==> src/rtl/iter_shifter.sv <==
// ---------------------------------------------------------------------------
// iter_shifter : multi-cycle SLL/SRL/SRA/ROTR unit, STEP bits per cycle,
//                valid/ready on both sides.             Revision: 1.0
// ---------------------------------------------------------------------------
`default_nettype none

module iter_shifter #(
  parameter int WIDTH = 32,
  parameter int STEP  = 4,
  parameter int AMT_W = $clog2(WIDTH)
) (
  input  logic             clock_i,
  input  logic             reset_i,
  input  logic             in_valid_i,
  output logic             in_ready_o,
  input  logic [WIDTH-1:0] in_data_i,
  input  logic [AMT_W-1:0] in_amt_i,
  input  logic [1:0]       in_mode_i,
  input  logic             flush_i,
  output logic             out_valid_o,
  input  logic             out_ready_i,
  output logic [WIDTH-1:0] out_data_o,
  output logic             out_zero_o,
  output logic             busy_o
);

  localparam int         c_KW       = $clog2(STEP + 1);
  localparam logic [1:0] c_MODE_SLL = 2'b00;
  localparam logic [1:0] c_MODE_SRL = 2'b01;
  localparam logic [1:0] c_MODE_SRA = 2'b10;
  localparam logic [1:0] c_MODE_ROT = 2'b11;

  typedef enum logic [1:0] {
    ST_IDLE  = 2'd0,
    ST_SHIFT = 2'd1,
    ST_DONE  = 2'd2
  } state_t;

  state_t             state_q;
  logic [WIDTH-1:0]   data_q;
  logic [AMT_W-1:0]   remaining_q;
  logic [1:0]         mode_q;
  logic               sign_q;
  logic               in_ready_q;
  logic               out_valid_q;
  logic [WIDTH-1:0]   out_data_q;
  logic               out_zero_q;
  logic               busy_q;

  logic [c_KW-1:0]    w_k;
  logic [WIDTH-1:0]   data_d;
  logic [AMT_W-1:0]   remaining_d;
  logic [WIDTH-1:0]   w_fill_mask;

  // Step size is clamped to what is left, so remaining never underflows.
  always_comb begin
    w_k = c_KW'(remaining_q);
    if (int'(remaining_q) >= STEP) begin
      w_k = c_KW'(STEP);
    end
    remaining_d = remaining_q - AMT_W'(w_k);
  end

  always_comb begin
    w_fill_mask = ~({WIDTH{1'b1}} >> w_k);
    data_d      = data_q;
    case (mode_q)
      c_MODE_SLL: data_d = data_q << w_k;
      c_MODE_SRL: data_d = data_q >> w_k;
      c_MODE_SRA: data_d = (data_q >> w_k) | (sign_q ? w_fill_mask : '0);
      c_MODE_ROT: data_d = (data_q >> w_k) | (data_q << (WIDTH - int'(w_k)));
      default:    data_d = data_q;
    endcase
  end

  // Flush outranks every other transition; outputs are all registered.
  always_ff @(posedge clock_i or posedge reset_i) begin
    if (reset_i) begin
      state_q     <= ST_IDLE;
      data_q      <= '0;
      remaining_q <= '0;
      mode_q      <= 2'b00;
      sign_q      <= 1'b0;
      in_ready_q  <= 1'b0;
      out_valid_q <= 1'b0;
      out_data_q  <= '0;
      out_zero_q  <= 1'b0;
      busy_q      <= 1'b0;
    end else if (flush_i) begin
      state_q     <= ST_IDLE;
      in_ready_q  <= 1'b1;
      out_valid_q <= 1'b0;
      out_zero_q  <= 1'b0;
      busy_q      <= 1'b0;
    end else begin
      case (state_q)
        ST_IDLE: begin
          in_ready_q <= 1'b1;
          if (in_valid_i && in_ready_q) begin
            data_q      <= in_data_i;
            mode_q      <= in_mode_i;
            remaining_q <= in_amt_i;
            sign_q      <= in_data_i[WIDTH-1];
            in_ready_q  <= 1'b0;
            busy_q      <= 1'b1;
            if (in_amt_i == '0) begin
              state_q     <= ST_DONE;
              out_valid_q <= 1'b1;
              out_data_q  <= in_data_i;
              out_zero_q  <= (in_data_i == '0);
            end else begin
              state_q <= ST_SHIFT;
            end
          end
        end
        ST_SHIFT: begin
          data_q      <= data_d;
          remaining_q <= remaining_d;
          if (remaining_d == '0) begin
            state_q     <= ST_DONE;
            out_valid_q <= 1'b1;
            out_data_q  <= data_d;
            out_zero_q  <= (data_d == '0);
          end
        end
        ST_DONE: begin
          if (out_ready_i) begin
            state_q     <= ST_IDLE;
            in_ready_q  <= 1'b1;
            out_valid_q <= 1'b0;
            out_zero_q  <= 1'b0;
            busy_q      <= 1'b0;
          end
        end
        default: begin
          state_q     <= ST_IDLE;
          in_ready_q  <= 1'b1;
          out_valid_q <= 1'b0;
          out_zero_q  <= 1'b0;
          busy_q      <= 1'b0;
        end
      endcase
    end
  end

  assign in_ready_o  = in_ready_q;
  assign out_valid_o = out_valid_q;
  assign out_data_o  = out_data_q;
  assign out_zero_o  = out_zero_q;
  assign busy_o      = busy_q;

endmodule

`default_nettype wire

==> config.mk <==
export PLATFORM = sky130hd
export DESIGN_NAME = iter_shifter
export DESIGN_NICKNAME = d
export VERILOG_FILES = /design/src/rtl/iter_shifter.sv
export SDC_FILE = /design/constraint.sdc
export NUM_CORES = 1
export LEC_CHECK = 0
export ABC_CLOCK_PERIOD_IN_PS = 4700
export CORE_MARGIN = 5
export CORE_UTILIZATION = 41
export CTS_CLUSTER_SIZE = 16
export DETAILED_ROUTE_END_ITERATION = 16
export GPL_TIMING_DRIVEN = 0
export PLACE_DENSITY = 0.72
export SLEW_MARGIN = 30
export SYNTH_ARGS = -nofsm -noshare
export SYNTH_HDL_FRONTEND = slang
export SYNTH_SLANG_ARGS = --single-unit
==> constraint.sdc <==
create_clock -name clock_i -period 4.7 [get_ports clock_i]
set_input_delay 0.94 -clock clock_i [delete_from_list [all_inputs] [get_ports clock_i]]
set_output_delay 0.94 -clock clock_i [all_outputs]
set_load 0.05 [all_outputs]
After elaboration in Yosys (flattened, before gate mapping)
Cells that the tools add are included.
- register bits after elaboration: 78
- output and inout port bits: 36
- bits of input ports: 44
- logic and storage cells: 84
- magnitude comparators: 1
- bitwise logic cells: 4
- mux-type cells: 35
- add/subtract/negate cells: 2
- shifts and indexed selects: 4
- reductions and logical operators: 15
- eq/ne operators: 13
- operators with widths (kind ; count):
    two-way mux 32 bit ; 5
    one-hot mux 32 bit (2 select lines) ; 2
    one-hot mux 32 bit (4 select lines) ; 1
    zero test 32 bit ; 2
    bitwise OR 32 bit ; 2
    NOT 32 bit ; 1
    << shifter 32 x 3 -> 32 bit ; 1
    << shifter 32 x 32 -> 32 bit ; 1
    right shift 32 x 3 -> 32 bit ; 1
    right shift 32 x 3 -> 32 bit (first input constant) ; 1
    two-way mux 1 bit ; 14
    inequality test 3 bit (second input constant) ; 4
    one-hot mux 1 bit (3 select lines) ; 4
    AND reduction 3 bit ; 4
    zero test 5 bit ; 2
    two-way mux 2 bit ; 5
    one-hot mux 5 bit (2 select lines) ; 1
    inequality test 2 bit (second input constant) ; 4
    subtractor 6 x 3 -> 7 bit (first input constant) ; 1
    == test 2 bit (second input constant) ; 3
    one-hot mux 2 bit (3 select lines) ; 1
    greater-or-equal comparator 5 x 3 -> 1 bit (second input constant) ; 1
    two-way mux 5 bit ; 1
    AND reduction 5 bit ; 1
    9 further kinds ; 11

Logic depth before layout (Yosys ltp)
- depth in word-level cells: 11
- gate-level depth with buffers: 19
- depth with buffers taken out: 13

Least setup slack after synthesis
Ideal clock, no wire load.
- path kind: reg2reg
- start: register remaining_q[0]
- end: register out_zero_q (netlist: out_zero_o)
- required time: 4.608 ns
- buffers on the path: 7
- setup time: 0.092 ns
- cell stages (with the launch flop): 20
- arrival time: 4.191 ns
- slack: 0.417 ns
- clock period less this slack: 4.283 ns
- path through: dfrtp_1 buf_2 nor4b_4 inv_2 buf_6 buf_6 buf_2 buf_2 buf_1 ha_1 inv_1 ha_1 clkbuf_1 nor2b_1 nand2_1 and4_1 o32ai_1 nand4b_1 or4_1 o31ai_2
- word-level cells in the longest chain between the ends: 11
- elaborated cells between the ends (all ways): 20
- those cells by class: 2 x add/sub; 1 x order compare; 1 x eq/ne; 4 x shift; 6 x mux; 3 x bitwise; 3 x reduce/logical
- RTL lines (item ; RTL line ; RTL):
    start: declaration ; 41 ; logic [AMT_W-1:0] remaining_q;
    start signal: assignment ; 102 ; remaining_q <= in_amt_i;
    start signal: assignment ; 118 ; remaining_q <= remaining_d;
    parallel branches: the longest is 11 deep, another holds subtractor 6 x 3 -> 7 bit ; -- ;
    end signal: assignment ; 110 ; out_zero_q <= (in_data_i == '0);
    end signal: assignment ; 123 ; out_zero_q <= (data_d == '0);
    end: declaration ; 47 ; logic out_zero_q;
Parallel ways; which one is timed is not known. The select of a mux whose other input is x is not followed.
A chain may end at the register's enable or synchronous reset.

Worst setup path in the final report
- start: register remaining_q[2]
- end: register out_zero_q (netlist: out_zero_o)
The elaborated chain is that of the path after synthesis.

==> results.cfg <==
[detailed_routing]
wl_microns = 32500
ant_nets = 0
num_vias = 8187
firstDrtPassIters = 5
wl_per_cell_microns = 26.5
route.detailed.drc = 0
drt_iter0_drc = 1061
via_per_inst = 6.68

[cts]
post_cts_buffers = 0
cts.sinks = 78
cts-buffers-inserted = 9
root_buffer = clkbuf_16
cts_max_level = 3
clock_latency_ns = 0.34
cts_tree = built
cts.clk_slew.worst_paths_ns = 0.06
cts_buffer_depth = 2

[floorplanning]
dieArea_sq_mm = 0.0198
die-width_microns = 141
die_h_microns = 141
ios = 80
num_rows = 47
start_util_pct = 42.0
coreArea_sq_mm = 0.0166

[yosys]
synthCells = 914
synth_compound_area_share_pct = 26.4
ys_ff_latch = 78
synth_area_sq_mm = 0.00699
ys_top_cells_by_area = dfrtp_1 28%, mux2i_1 9.3%, nand2_1 8.6%, a21oi_1 5.9%, o21ai_0 5.6%
yosysUniqueCellTypes = 76
synth-async-reset-ratio_pct = 100
postSynthAreaPerCell_sq_um = 7.65
synth_top_family_by_area = compound AO/OA/AOI/OAI gates
synthMuxAreaShare_pct = 17.0
synth-adder-area-share_pct = 1.07
synthSimpleGateAreaFrac_pct = 20.3
yosysWarnings = 0
syn_nets = 964
synthFlopType = dfrtp_1
synth_edf_count = 0
synth_xor_area_share_pct = 0.483
synth_top_area_share_pct = 27.9
synth.largest_area_cell = dfrtp_1
ys_seq_area_share_pct = 27.9

[final_layout]
finish.utilization_pct = 50.9
multiInputGateArea_sq_mm = 0.00463
drive_above_1_share_pct = 9.05
seqCellArea_sq_mm = 0.00195
mostFrequentLayoutCells = 161 x nand2_1, 82 x a21oi_1, 79 x clkdlybuf4s50_1
fin_nets = 1052
area.growth.synth_to_final_pct = 21.0
fin_cells = 1226
antennaDiodeCount = 0
layout_commonest_cell = nand2_1
fillers = 1647
fin_area_sq_mm = 0.00846

[placed_design]
gp_congestion = 1.08
dp.cells = 1214
placed_cell_area_sq_mm = 0.00809
io_buffers = 79
pre_cts_slack_ns = -0.922
dp_hpwl_microns = 24900

[critical_path]
ff2ff_path_depth = 13
r2r-end = out_zero_o$_DFFE_PP0P_
arrival_ns = 4.94
crit_end = out_zero_o$_DFFE_PP0P_
crit_path_start_kind = flip-flop
cp-startpoint = remaining_q[2]$_DFFE_PP0P_
crit_type = flip-flop to flip-flop
r2r_start = remaining_q[2]$_DFFE_PP0P_
end_kind = flip-flop
r2r_slack_ns = 0.01
critical_path.max_fanout = 19
required_ns = 4.95

[sta]
setup_viol = 0
holdWs_ns = 0.480
fin_setup_tns_ns = 0
fmax_ghz = 0.213
period_minus_slack_ns = 4.69
min_period_over_period_pct = 99.7
fin_skew_ns = 0.00699
tightest_slew_ns = 1.04
relSlewSlack_pct = 30.2
finalWorstSetupSlack_ns = 0.0147
hold_viol = 0
slew_violations = 0
grt_setup_unrepaired = true

[global_routing]
overflow = 0
grt_pass1_vias = 7841
grt_usage_pct = 32.0
grt_max_degree = 54
antenna_found_initial = 0
grt_pass1_wl_microns = 49000

[pwr]
p_per_area_mw_per_mm2 = 890
vdd.ir_drop.worst_v = 0.000506
leakagePower_nw = 3.38
finalPower_mw = 7.53

[status]
status = complete, no violations

[min_path]
min_path_type = flip-flop to flip-flop

[run]
maxCapViolCount = 0
[critical path, cell delays in order (launching register included)]
cell	delay, ns
dfrtp_1	0.44
clkbuf_2	0.22
or4b_1	0.63
buf_4	0.26
buf_2	0.25
ha_1	0.35
inv_2	0.23
clkbuf_1	0.44
nand2_1	0.14
o22ai_1	0.27
a2bb2oi_1	0.45
nand4b_1	0.17
or4_1	0.54
o31ai_2	0.19
[layout make-up]
| class | instances | share of cell area (%) |
|---|---|---|
| multi-input combinational | 718 | 54.7 |
| sequential | 78 | 23.1 |
| timing repair buffer | 80 | 9.67 |
| buffer | 94 | 4.78 |
| tap | 220 | 3.25 |
| clock buffer | 9 | 2.66 |
| inverter | 21 | 0.991 |
| clock inverter | 6 | 0.843 |
[kinds of logic after synthesis]
| family | Yosys count |
|---|---|
| flip-flops | 78 |
| other | 2 |
| AND/OR/NAND/NOR | 315 |
| adder cells (fa/ha/maj) | 6 |
| AO/OA/AOI/OAI | 293 |
| buffers and inverters | 118 |
| multiplexers | 99 |
| XOR/XNOR | 3 |
[synth_stat cells (all sizes together) (7+ instances only)]
cell type / number
mux2i: 66
nand2: 161
a211oi: 16
dfrtp: 78
buf: 25
o22ai: 20
mux4: 13
a31oi: 13
nor2: 67
nand3: 15
o21ai: 80
nor3: 11
a21oi: 83
inv: 21
nor4: 11
a221oi: 10
or3: 8
mux2: 20
clkbuf: 72
nor2b: 7
nand4: 7
o211ai: 7
[routing by layer]
metal  vias up  global-route usage (%)  part of all wire [%]
met1      3879                    42.9                    39
met4         0                    14.2                   5.2
met5         -                       0                     0
li1       3522                       -                     -
met2       655                    48.5                    44
met3       131                    8.64                    12
[worst min path at each step]
| stage | start | to | slack [ns] | cells after the start |
|---|---|---|---|---|
| 4_1_cts | out_data_o[26]$_DFFE_PP0P_ | out_data_o[26]$_DFFE_PP0P_ | 0.48 | 2 |
| 2_1_floorplan | data_q[0]$_DFFE_PP0P_ | data_q[0]$_DFFE_PP0P_ | 0.51 | 2 |
| 3_3_place_gp | out_data_o[19]$_DFFE_PP0P_ | out_data_o[19]$_DFFE_PP0P_ | 0.46 | 2 |
| 6_report | out_data_o[26]$_DFFE_PP0P_ | out_data_o[26]$_DFFE_PP0P_ | 0.48 | 2 |
| 3_5_place_dp | out_data_o[19]$_DFFE_PP0P_ | out_data_o[19]$_DFFE_PP0P_ | 0.46 | 2 |
| 5_1_grt | out_data_o[15]$_DFFE_PP0P_ | out_data_o[15]$_DFFE_PP0P_ | 0.50 | 2 |
[state kept, by name, indices dropped and copies added (netlist names)]
| register | flops |
|---|---|
| mode_q | 2 |
| in_ready_o | 1 |
| out_data_o | 32 |
| data_q | 32 |
| remaining_q | 5 |
| state_q | 2 |
| out_valid_o | 1 |
| out_zero_o | 1 |
| sign_q | 1 |
| busy_o | 1 |
[report_power, final]
part,total [mW],switching (mW),internal (mW)
combinational,5.59,3.78,1.81
sequential,1.24,0.262,0.977
clock,0.709,0.296,0.413
[repair_timing]
| item | in CTS | in global routing |
|---|---|---|
| resized for setup | 15 | 15 |
| cloned | 0 | 0 |
| hold buffers | 0 | 0 |
| endpoints found under the setup margin | 40 | 26 |
| hold endpoints to repair | 0 | 0 |
| pin swaps | 0 | 0 |
No activity file was read; power rests on OpenSTA's default activity.
